===== config.mk =====
export PLATFORM = sky130hd
export DESIGN_NAME = wb_sequencer
export DESIGN_NICKNAME = d
export VERILOG_FILES = /design/src/rtl/wb_sequencer_pkg.sv /design/src/rtl/wb_seq_counter.sv /design/src/rtl/wb_sequencer.sv
export SDC_FILE = /design/constraint.sdc
export NUM_CORES = 1
export LEC_CHECK = 0
export BUFFER_PORTS_ARGS = -buffer_cell sky130_fd_sc_hd__buf_2
export CORE_MARGIN = 5
export CORE_UTILIZATION = 29
export DETAILED_ROUTE_END_ITERATION = 7
export HOLD_SLACK_MARGIN = 0.15
export SLEW_MARGIN = 20
export SYNTH_ARGS = -nofsm -noshare
export SYNTH_HDL_FRONTEND = slang
export SYNTH_SLANG_ARGS = --single-unit

===== constraint.sdc =====
create_clock -name clk -period 1.75 [get_ports clk]
set_input_delay 0 -clock clk [delete_from_list [all_inputs] [get_ports clk]]
set_output_delay 0 -clock clk [all_outputs]
set_load 0.1 [all_outputs]

===== src/rtl/wb_sequencer_pkg.sv =====
// Shared definitions for the writeback sequencer: op_type encodings,
// FSM state encodings and the register-address width.
package wb_sequencer_pkg;

  localparam int unsigned REG_AW     = 5;
  localparam int unsigned EXEC_CNT_W = 4;

  typedef enum logic [1:0] {
    OP_ALU   = 2'b00,
    OP_LOAD  = 2'b01,
    OP_STORE = 2'b10,
    OP_NOP   = 2'b11
  } op_t;

  typedef enum logic [2:0] {
    ST_IDLE,
    ST_EXEC,
    ST_MEM,
    ST_WB,
    ST_DONE
  } state_t;

  function automatic logic is_mem_op(input op_t op);
    return (op == OP_LOAD) || (op == OP_STORE);
  endfunction

endpackage


===== src/rtl/wb_seq_counter.sv =====
// Loadable down-counter with a zero flag. Load wins over decrement and the
// count saturates at zero.
module wb_seq_counter #(
  parameter int unsigned W = 4
) (
  input  logic         clk,
  input  logic         rst_n,
  input  logic         load,
  input  logic [W-1:0] load_val,
  input  logic         dec,
  output logic [W-1:0] count,
  output logic         zero
);

  // Count register: load, else decrement toward zero.
  always_ff @(posedge clk or negedge rst_n) begin
    if (!rst_n) begin
      count <= '0;
    end else if (load) begin
      count <= load_val;
    end else if (dec && (count != '0)) begin
      count <= count - W'(1);
    end
  end

  assign zero = (count == '0);

endmodule


===== src/rtl/wb_sequencer.sv =====
// Instruction sequencer: IDLE -> EXEC -> (MEM) -> (WB) -> DONE.
// All outputs are registered and derived from the next state.
// Optional feature macro: WB_SEQ_TIMEOUT_EN enables the memory-wait
// watchdog (MEM_TIMEOUT cycles) and the sticky err flag.
module wb_sequencer
  import wb_sequencer_pkg::*;
#(
  parameter int unsigned ALU_LAT     = 2,
  parameter int unsigned MEM_TIMEOUT = 16
) (
  input  logic              clk,
  input  logic              rst_n,
  input  logic              start,
  input  logic [1:0]        op_type,
  input  logic [REG_AW-1:0] rd_addr,
  input  logic              mem_ready,
  output logic              busy,
  output logic              ld_reg_ALU,
  output logic              mem_req,
  output logic              mem_we,
  output logic              ld_reg_mem,
  output logic              sel_dat,
  output logic              rf_we,
  output logic [REG_AW-1:0] rf_waddr,
  output logic              done,
  output logic              err
);

  state_t              state_q, state_d;
  op_t                 op_q, op_d;
  logic [REG_AW-1:0]   rd_q, rd_d;
  logic                accept;
  logic                exec_zero;
  logic [EXEC_CNT_W-1:0] exec_count;
  logic                tmo_expire;

  logic                busy_d, ld_alu_d, mem_req_d, mem_we_d, ld_mem_d;
  logic                sel_d, rf_we_d, done_d;
  logic [REG_AW-1:0]   waddr_d;

  assign accept = (state_q == ST_IDLE) && start;

  wb_seq_counter #(.W(EXEC_CNT_W)) u_exec_cnt (
    .clk      (clk),
    .rst_n    (rst_n),
    .load     (accept),
    .load_val (EXEC_CNT_W'(ALU_LAT - 1)),
    .dec      (state_q == ST_EXEC),
    .count    (exec_count),
    .zero     (exec_zero)
  );

`ifdef WB_SEQ_TIMEOUT_EN
  localparam int unsigned TMO_W = $clog2(MEM_TIMEOUT) + 1;

  logic             mem_enter;
  logic             tmo_zero;
  logic [TMO_W-1:0] tmo_cnt_unused;

  assign mem_enter = (state_q == ST_EXEC) && exec_zero && is_mem_op(op_q);

  wb_seq_counter #(.W(TMO_W)) u_tmo_cnt (
    .clk      (clk),
    .rst_n    (rst_n),
    .load     (mem_enter),
    .load_val (TMO_W'(MEM_TIMEOUT - 1)),
    .dec      (state_q == ST_MEM),
    .count    (tmo_cnt_unused),
    .zero     (tmo_zero)
  );

  // mem_ready in the expiry cycle takes priority, so no timeout then.
  assign tmo_expire = (state_q == ST_MEM) && !mem_ready && tmo_zero;

  // Sticky timeout flag, cleared by the next accepted start.
  always_ff @(posedge clk or negedge rst_n) begin
    if (!rst_n) begin
      err <= 1'b0;
    end else if (accept) begin
      err <= 1'b0;
    end else if (tmo_expire) begin
      err <= 1'b1;
    end
  end
`else
  localparam int unsigned MEM_TIMEOUT_UNUSED = MEM_TIMEOUT;

  assign tmo_expire = 1'b0;
  assign err        = 1'b0;
`endif

  // Next-state and captured-instruction logic.
  always_comb begin
    state_d = state_q;
    op_d    = op_q;
    rd_d    = rd_q;
    case (state_q)
      ST_IDLE: begin
        if (start) begin
          op_d    = op_t'(op_type);
          rd_d    = rd_addr;
          state_d = (op_t'(op_type) == OP_NOP) ? ST_DONE : ST_EXEC;
        end
      end
      ST_EXEC: begin
        if (exec_zero) begin
          state_d = is_mem_op(op_q) ? ST_MEM : ST_WB;
        end
      end
      ST_MEM: begin
        if (mem_ready) begin
          state_d = (op_q == OP_LOAD) ? ST_WB : ST_DONE;
        end else if (tmo_expire) begin
          state_d = ST_DONE;
        end
      end
      ST_WB:   state_d = ST_DONE;
      ST_DONE: state_d = ST_IDLE;
      default: state_d = ST_IDLE;
    endcase
  end

  // Output values for the coming cycle, computed from the next state.
  always_comb begin
    busy_d    = (state_d != ST_IDLE);
    // Last EXEC cycle is next: either a one-cycle EXEC just starting, or one
    // count remaining in the current EXEC.
    ld_alu_d  = (accept && (op_t'(op_type) != OP_NOP) && (ALU_LAT == 1)) ||
                ((state_q == ST_EXEC) && (exec_count == EXEC_CNT_W'(1)));
    mem_req_d = (state_d == ST_MEM);
    mem_we_d  = (state_d == ST_MEM) && (op_q == OP_STORE);
    ld_mem_d  = (state_q == ST_MEM) && mem_ready && (op_q == OP_LOAD);
    sel_d     = sel_dat;
    rf_we_d   = 1'b0;
    waddr_d   = '0;
    if (state_d == ST_WB) begin
      sel_d   = (op_q == OP_LOAD);
      rf_we_d = (rd_q != '0);
      waddr_d = rd_q;
    end
    done_d    = (state_d == ST_DONE);
  end

  // State and captured-instruction registers.
  always_ff @(posedge clk or negedge rst_n) begin
    if (!rst_n) begin
      state_q <= ST_IDLE;
      op_q    <= OP_ALU;
      rd_q    <= '0;
    end else begin
      state_q <= state_d;
      op_q    <= op_d;
      rd_q    <= rd_d;
    end
  end

  // Registered outputs.
  always_ff @(posedge clk or negedge rst_n) begin
    if (!rst_n) begin
      busy       <= 1'b0;
      ld_reg_ALU <= 1'b0;
      mem_req    <= 1'b0;
      mem_we     <= 1'b0;
      ld_reg_mem <= 1'b0;
      sel_dat    <= 1'b0;
      rf_we      <= 1'b0;
      rf_waddr   <= '0;
      done       <= 1'b0;
    end else begin
      busy       <= busy_d;
      ld_reg_ALU <= ld_alu_d;
      mem_req    <= mem_req_d;
      mem_we     <= mem_we_d;
      ld_reg_mem <= ld_mem_d;
      sel_dat    <= sel_d;
      rf_we      <= rf_we_d;
      rf_waddr   <= waddr_d;
      done       <= done_d;
    end
  end

endmodule


# Word level (Yosys, flattened, before mapping)
# Cells that the tools add are included.
# Widths: inputs -> output; s select.
word_totals:
  regBits: 27
  out_inout_bits: 14
  elab_cells: 49
classes:
  add_sub_neg: 1
  n_eq_ne: 10
  mux: 11
  reduce_logical: 14
ops:
  columns: ["cell", "n"]
  rows:
  - ["$mux 3", 5]
  - ["$eq 3x2->1 const B", 4]
  - ["$pmux 3 s4", 1]
  - ["$mux 4", 2]
  - ["$logic_and 1x1->1", 6]
  - ["$mux 5", 1]
  - ["$reduce_bool 5->1", 1]
  - ["$eq 2x2->1 const B", 2]
  - ["$eq 4x1->1 const B", 1]
  - ["$logic_not 4->1", 1]
  - ["$reduce_bool 4->1", 1]
  - ["$sub 4x1->4 const B", 1]
  - ["$eq 3x1->1 const B", 1]
  - ["$eq 3x3->1 const B", 1]
  - ["$logic_not 3->1", 1]
  - ["$reduce_bool 3->1", 1]
  - ["$eq 2x1->1 const B", 1]
  - ["$mux 1", 2]
  - ["$reduce_and 2->1", 1]
  - ["$reduce_bool 2->1", 1]
  - ["$logic_or 1x1->1", 1]

# Longest topological paths before layout
logic_depth:
  depth_word: 7
  ltp_mapped: 6

# Modules after synthesis
# Synthesis repeated with hierarchy kept, for this count alone.
hier_totals:
  hier_cells: 100
  area_unflattened_um2: 1224.9
modules_own_cells:
  columns: ["mod", "n_inst", "cells_each", "area_per_inst_um2"]
  rows:
  - ["wb_sequencer", 1, 73, 954.7]
  - ["wb_seq_counter", 1, 27, 270.3]

# Worst setup path after synthesis
# No wires, ideal clock.
synth_path:
  path_type: "register to register"
  startpoint: "reg state_q[2]"
  endpoint: "reg sel_dat"
  setup_time_ns: 0.126
  t_arrival_ns: 1.513
  required_time_ns: 1.624
  path_slack_ns: 0.111
  path_stages_with_launch: 5
  cell_sequence: "dfrtp_1 -> nor4b_4 -> a21boi_1 -> o31a_2 -> mux2_4"
synth_between:
  elab_chain_len: 3
  word_cells_on_any_way: 9
synth_lines:
  columns: ["element", "line", "source"]
  rows:
  - ["start: declaration", "wb_sequencer.sv:29", "state_t state_q, state_d;"]
  - ["start signal: assignment", "wb_sequencer.sv:151", "state_q <= state_d;"]
  - ["$eq 3x2->1 (tied with other cells)", "wb_sequencer.sv:97", "case (state_q)"]
  - ["$pmux 3 s4 (*)", "wb_sequencer.sv:97", null]
  - ["$eq 3x2->1 (*)", "wb_sequencer.sv:136", "if (state_d == ST_WB) begin"]
  - ["end signal: assignment", "wb_sequencer.sv:175", "sel_dat <= sel_d;"]
  - ["end: declaration", "wb_sequencer.sv:22", "output logic sel_dat,"]
# Every way passes the cells marked *; elsewhere a longest branch is shown, timed or not.
# A chain may end at the register's enable or synchronous reset.

# Worst setup path in the final report
layout_path:
  startpoint: "reg state_q[0]"
  endpoint: "reg busy"
layout_between:
  elab_chain_len: 3
  word_cells_on_any_way: 9
layout_lines:
  columns: ["element", "line", "source"]
  rows:
  - ["$eq 3x2->1 (tied with other cells)", "wb_sequencer.sv:97", null]
  - ["$pmux 3 s4 (*)", "wb_sequencer.sv:97", null]
  - ["via state_d[0]", "wb_sequencer.sv:29", null]
  - ["$reduce_bool 3->1 (*)", "wb_sequencer.sv:125", "busy_d = (state_d != ST_IDLE);"]
  - ["via busy_d", "wb_sequencer.sv:37", "logic busy_d, ld_alu_d, mem_req_d, mem_we_d, ld_mem_d;"]
  - ["end signal: assignment", "wb_sequencer.sv:170", "busy <= busy_d;"]
  - ["end: declaration", "wb_sequencer.sv:17", "output logic busy,"]
# Mark *: on every way through the listed nets, which the timed path passes. The rest lies on a longest branch.

==> summary.md <==
| Metric | Value |
|---|---|
| Max-Cap Viols | 0 |
| Post-Syn Area per Cell | approximately 13 sq um |
| Status | finished, final reports clean |
| Nets | roughly 150 |
| Later-pin clock latency in the skew report | 0.27 ns |
| Flop-to-flop setup slack | just over 0.07 ns |
| Net Count, Synth | between 100 and 150 |
| Count leader, synth | dfrtp_1 |
| DP HPWL | between 1500 and 2000 microns |
| Fin crit period | about 1.7 ns |
| Area after DPL | about 1400 sq um |
| Die area | 5419 sq um |
| EDFF count, synth | 0 |
| Area fraction of the dominant cell type after synthesis | between 50% and 60% |
| Final setup violation count | 0 |
| CTS Root Cell | clkbuf_8 |
| Number of buffers created by CTS | 3 |
| Largest family of logic cells by synthesized area | simple AND/OR/NAND/NOR gates |
| Diodes inserted | 0 |
| Fmax | approximately 0.6 GHz |
| Largest net degree at the start of global routing | 28 |
| Gr ovfl total | 0 |
| DRT Pass-1 Iters | 3 |
| Avg WL per Cell | about 12 microns |
| Beginning of the worst register-to-register path | state_q[0] |
| Gr usage total | under 10% |
| CP max FO | 7 |
| Synthesized flop and latch total | 27 |
| CP delay by family, top | simple AND/OR/NAND/NOR gates |
| Most common flop cell mapped by yosys | dfrtp_1 |
| Clk sinks | 27 |
| Synth Instances | between 90 and 100 |
| Xor and xnor area share after synthesis | under 10% |
| Final ANT Viol Nets | 0 |
| Post-synthesis cell type count | 35 |
| Violation count after the first detailed-route iteration | 36 |
| Slowest CP cell | dfrtp_1 |
| Reg2reg path depth | 4 |
| DR vias/cell | 4.415 |
| Final Skew | 0.0008384 ns |
| Remaining routing DRC violations | 0 |
| Largest stage delay, worst path | 0.48 ns |
| Worst-margin pin slew | 0.5858 ns |
| CTS tree | yes |
| Synth Area in Compound Gates | under 10% |
| Unrepaired setup endpoints after global routing | yes |
| Crit path capture type | flop |
| Worst EP required | roughly 1.9 ns |
| Synth async-reset ratio | 100.0% |
| PortBufs | 23 |
| Hold Fails Final Rpt | 0 |
| Worst EP arrival | 1.83 ns |
| DRT Wirelength | about 2200 microns |
| Crit Path Class | reg2reg |
| Die width | 73.62 microns |
| Core area | roughly 4000 sq um |
| Clock Tree Buf Depth | 2 |
| Final Cycle Share | a little over nine tenths |
| Number of global-route vias before repair | 884 |
| Mux share of post-synthesis cell area | slightly above 7% |
| # rows | 23 |
| Design area | around 1500 sq um |
| Share of layout cells above drive strength 1 | 36.09% |
| Synth area leader | dfrtp_1 |
| Via count | 808 |
| HP Class | in2async |
| Synth Area in Simple Gates | 17.70% |
| WP depth | 4 |
| Initial Util | about 30% |
| Mapped cell area | 1174 sq um |
| Synth-to-layout area growth | 31.13% |
| Warning count from the yosys run | 0 |
| Overall die height | between 70 and 80 microns |
| WHS | approximately 0.27 ns |
| Synth area leaders | dfrtp_1, mux2_2, ha_1 |
| Synth top cells by count | dfrtp_1, inv_1, mux2_2 |
| FILL cells | around 390 |
| Worst-path clk slew | 0.09 ns |
| Crit start category | flop |
| Number of H-tree levels | 1 |
| Seq/Total Area, Yosys | between 50% and 60% |
| GPL Wtd Cong | 0.7688 |
| Setup TNS | 0 ns |
| IO Pins | 25 |
| FF-to-FF End | busy |
| Post-CTS setup buffers | 0 |
| Slew Limit Fails | 0 |
| Worst path buffer plus inverter count | 0 |
| Max_slew headroom | around three fifths |
| Adder-Cell Fraction of Synth Area | under 10% |
| First-pass GRT wire length | 3884 microns |
| Initial antenna violation count | 0 |
| CP Cell Sequence | nor3b_2, a21boi_4, or3_4, or3_1 |
## worst reg2reg max path, delay by kind of cell, from the launching register on
family           cells  cell delay [ns]
AO/OA/AOI/OAI        1             0.17
flip-flops           1             0.48
AND/OR/NAND/NOR      3             0.92
## cell type report
| cell class | count | area (sq um) | share of cell area, % |
|---|---|---|---|
| Multi-Input combinational cell | 57 | 469.2 | 30.49 |
| Timing Repair Buffer | 39 | 260.3 | 16.91 |
| Clock buffer | 3 | 41.29 | 2.683 |
| Sequential cell | 27 | 675.6 | 43.90 |
| Tap cell | 50 | 62.56 | 4.065 |
| Inverter | 6 | 22.52 | 1.463 |
| Clock inverter | 1 | 7.507 | 0.4878 |
## through the flow
stage	instances	util, %	setup slack, ns
floorplan	92	-	0.1109
global placement	169	34.85	0.1006
detailed placement	169	34.85	0.06051
CTS	183	38.59	0.03263
global route	183	38.75	-0.006754
finish	183	38.75	0.07253
## layer usage
layer  vias up  routed length [microns]  global-route usage (%)
li1        395                        -                       -
met4         0                       25                   2.414
met3         2                      126                   2.873
met5         -                        0                       0
met1       392                      904                   10.19
met2        19                     1105                   17.32
## logic make-up (layout without fill, tap and decap cells)
logic type / count (synthesis) / after routing
AOI/OAI and AO/OA: 12 / 12
xor gates and xnor gates: 3 / 3
adders and majority gates: 4 / 4
buffers and inverters: 8 / 49
DFF: 27 / 27
muxes: 7 / 7
other: 1 / 1
and+or+nand+nor: 30 / 30
## cell usage in the layout, fill, tap and decap left out, types with 3 or more instances in the layout
master	synthesis	layout
dfrtp_1	27	27
buf_2	1	23
dlygate4sd3_1	0	10
inv_1	6	6
mux2_2	6	6
buf_4	1	6
nor2_1	5	5
and2_1	5	5
o21ai_0	3	3
nor3b_1	3	3
ha_1	4	3
clkbuf_8	0	3
## worst max path at each step
stage                         end  slack (ns)        from
after detailed placement     busy        0.06     op_q[0]
after floorplan           sel_dat        0.11  state_q[2]
after global placement       busy        0.10     op_q[0]
after CTS                    busy        0.03     op_q[0]
after global routing         busy      -0.007     op_q[1]
final                        busy        0.07  state_q[0]
## registers in the layout, summed over array words and instances (netlist names)
| name | cells |
|---|---|
| ld_reg_mem | 1 |
| ld_reg_ALU | 1 |
| rf_waddr | 5 |
| state_q | 3 |
| mem_req | 1 |
| op_q | 2 |
| rd_q | 5 |
| done | 1 |
| u_exec_cnt.count | 4 |
| sel_dat | 1 |
| mem_we | 1 |
| rf_we | 1 |
| busy | 1 |
## timing repair
| action | CTS | global route |
|---|---|---|
| endpoints found under the setup margin | 0 | 3 |
| endpoints found under the hold margin | 37 | 0 |
| hold buffers | 10 | 0 |
| resized for setup | 0 | 2 |
Power is left out: the tool's default activity adds up to more than one toggle a clock period on the data nets, which glitch-free logic cannot reach.
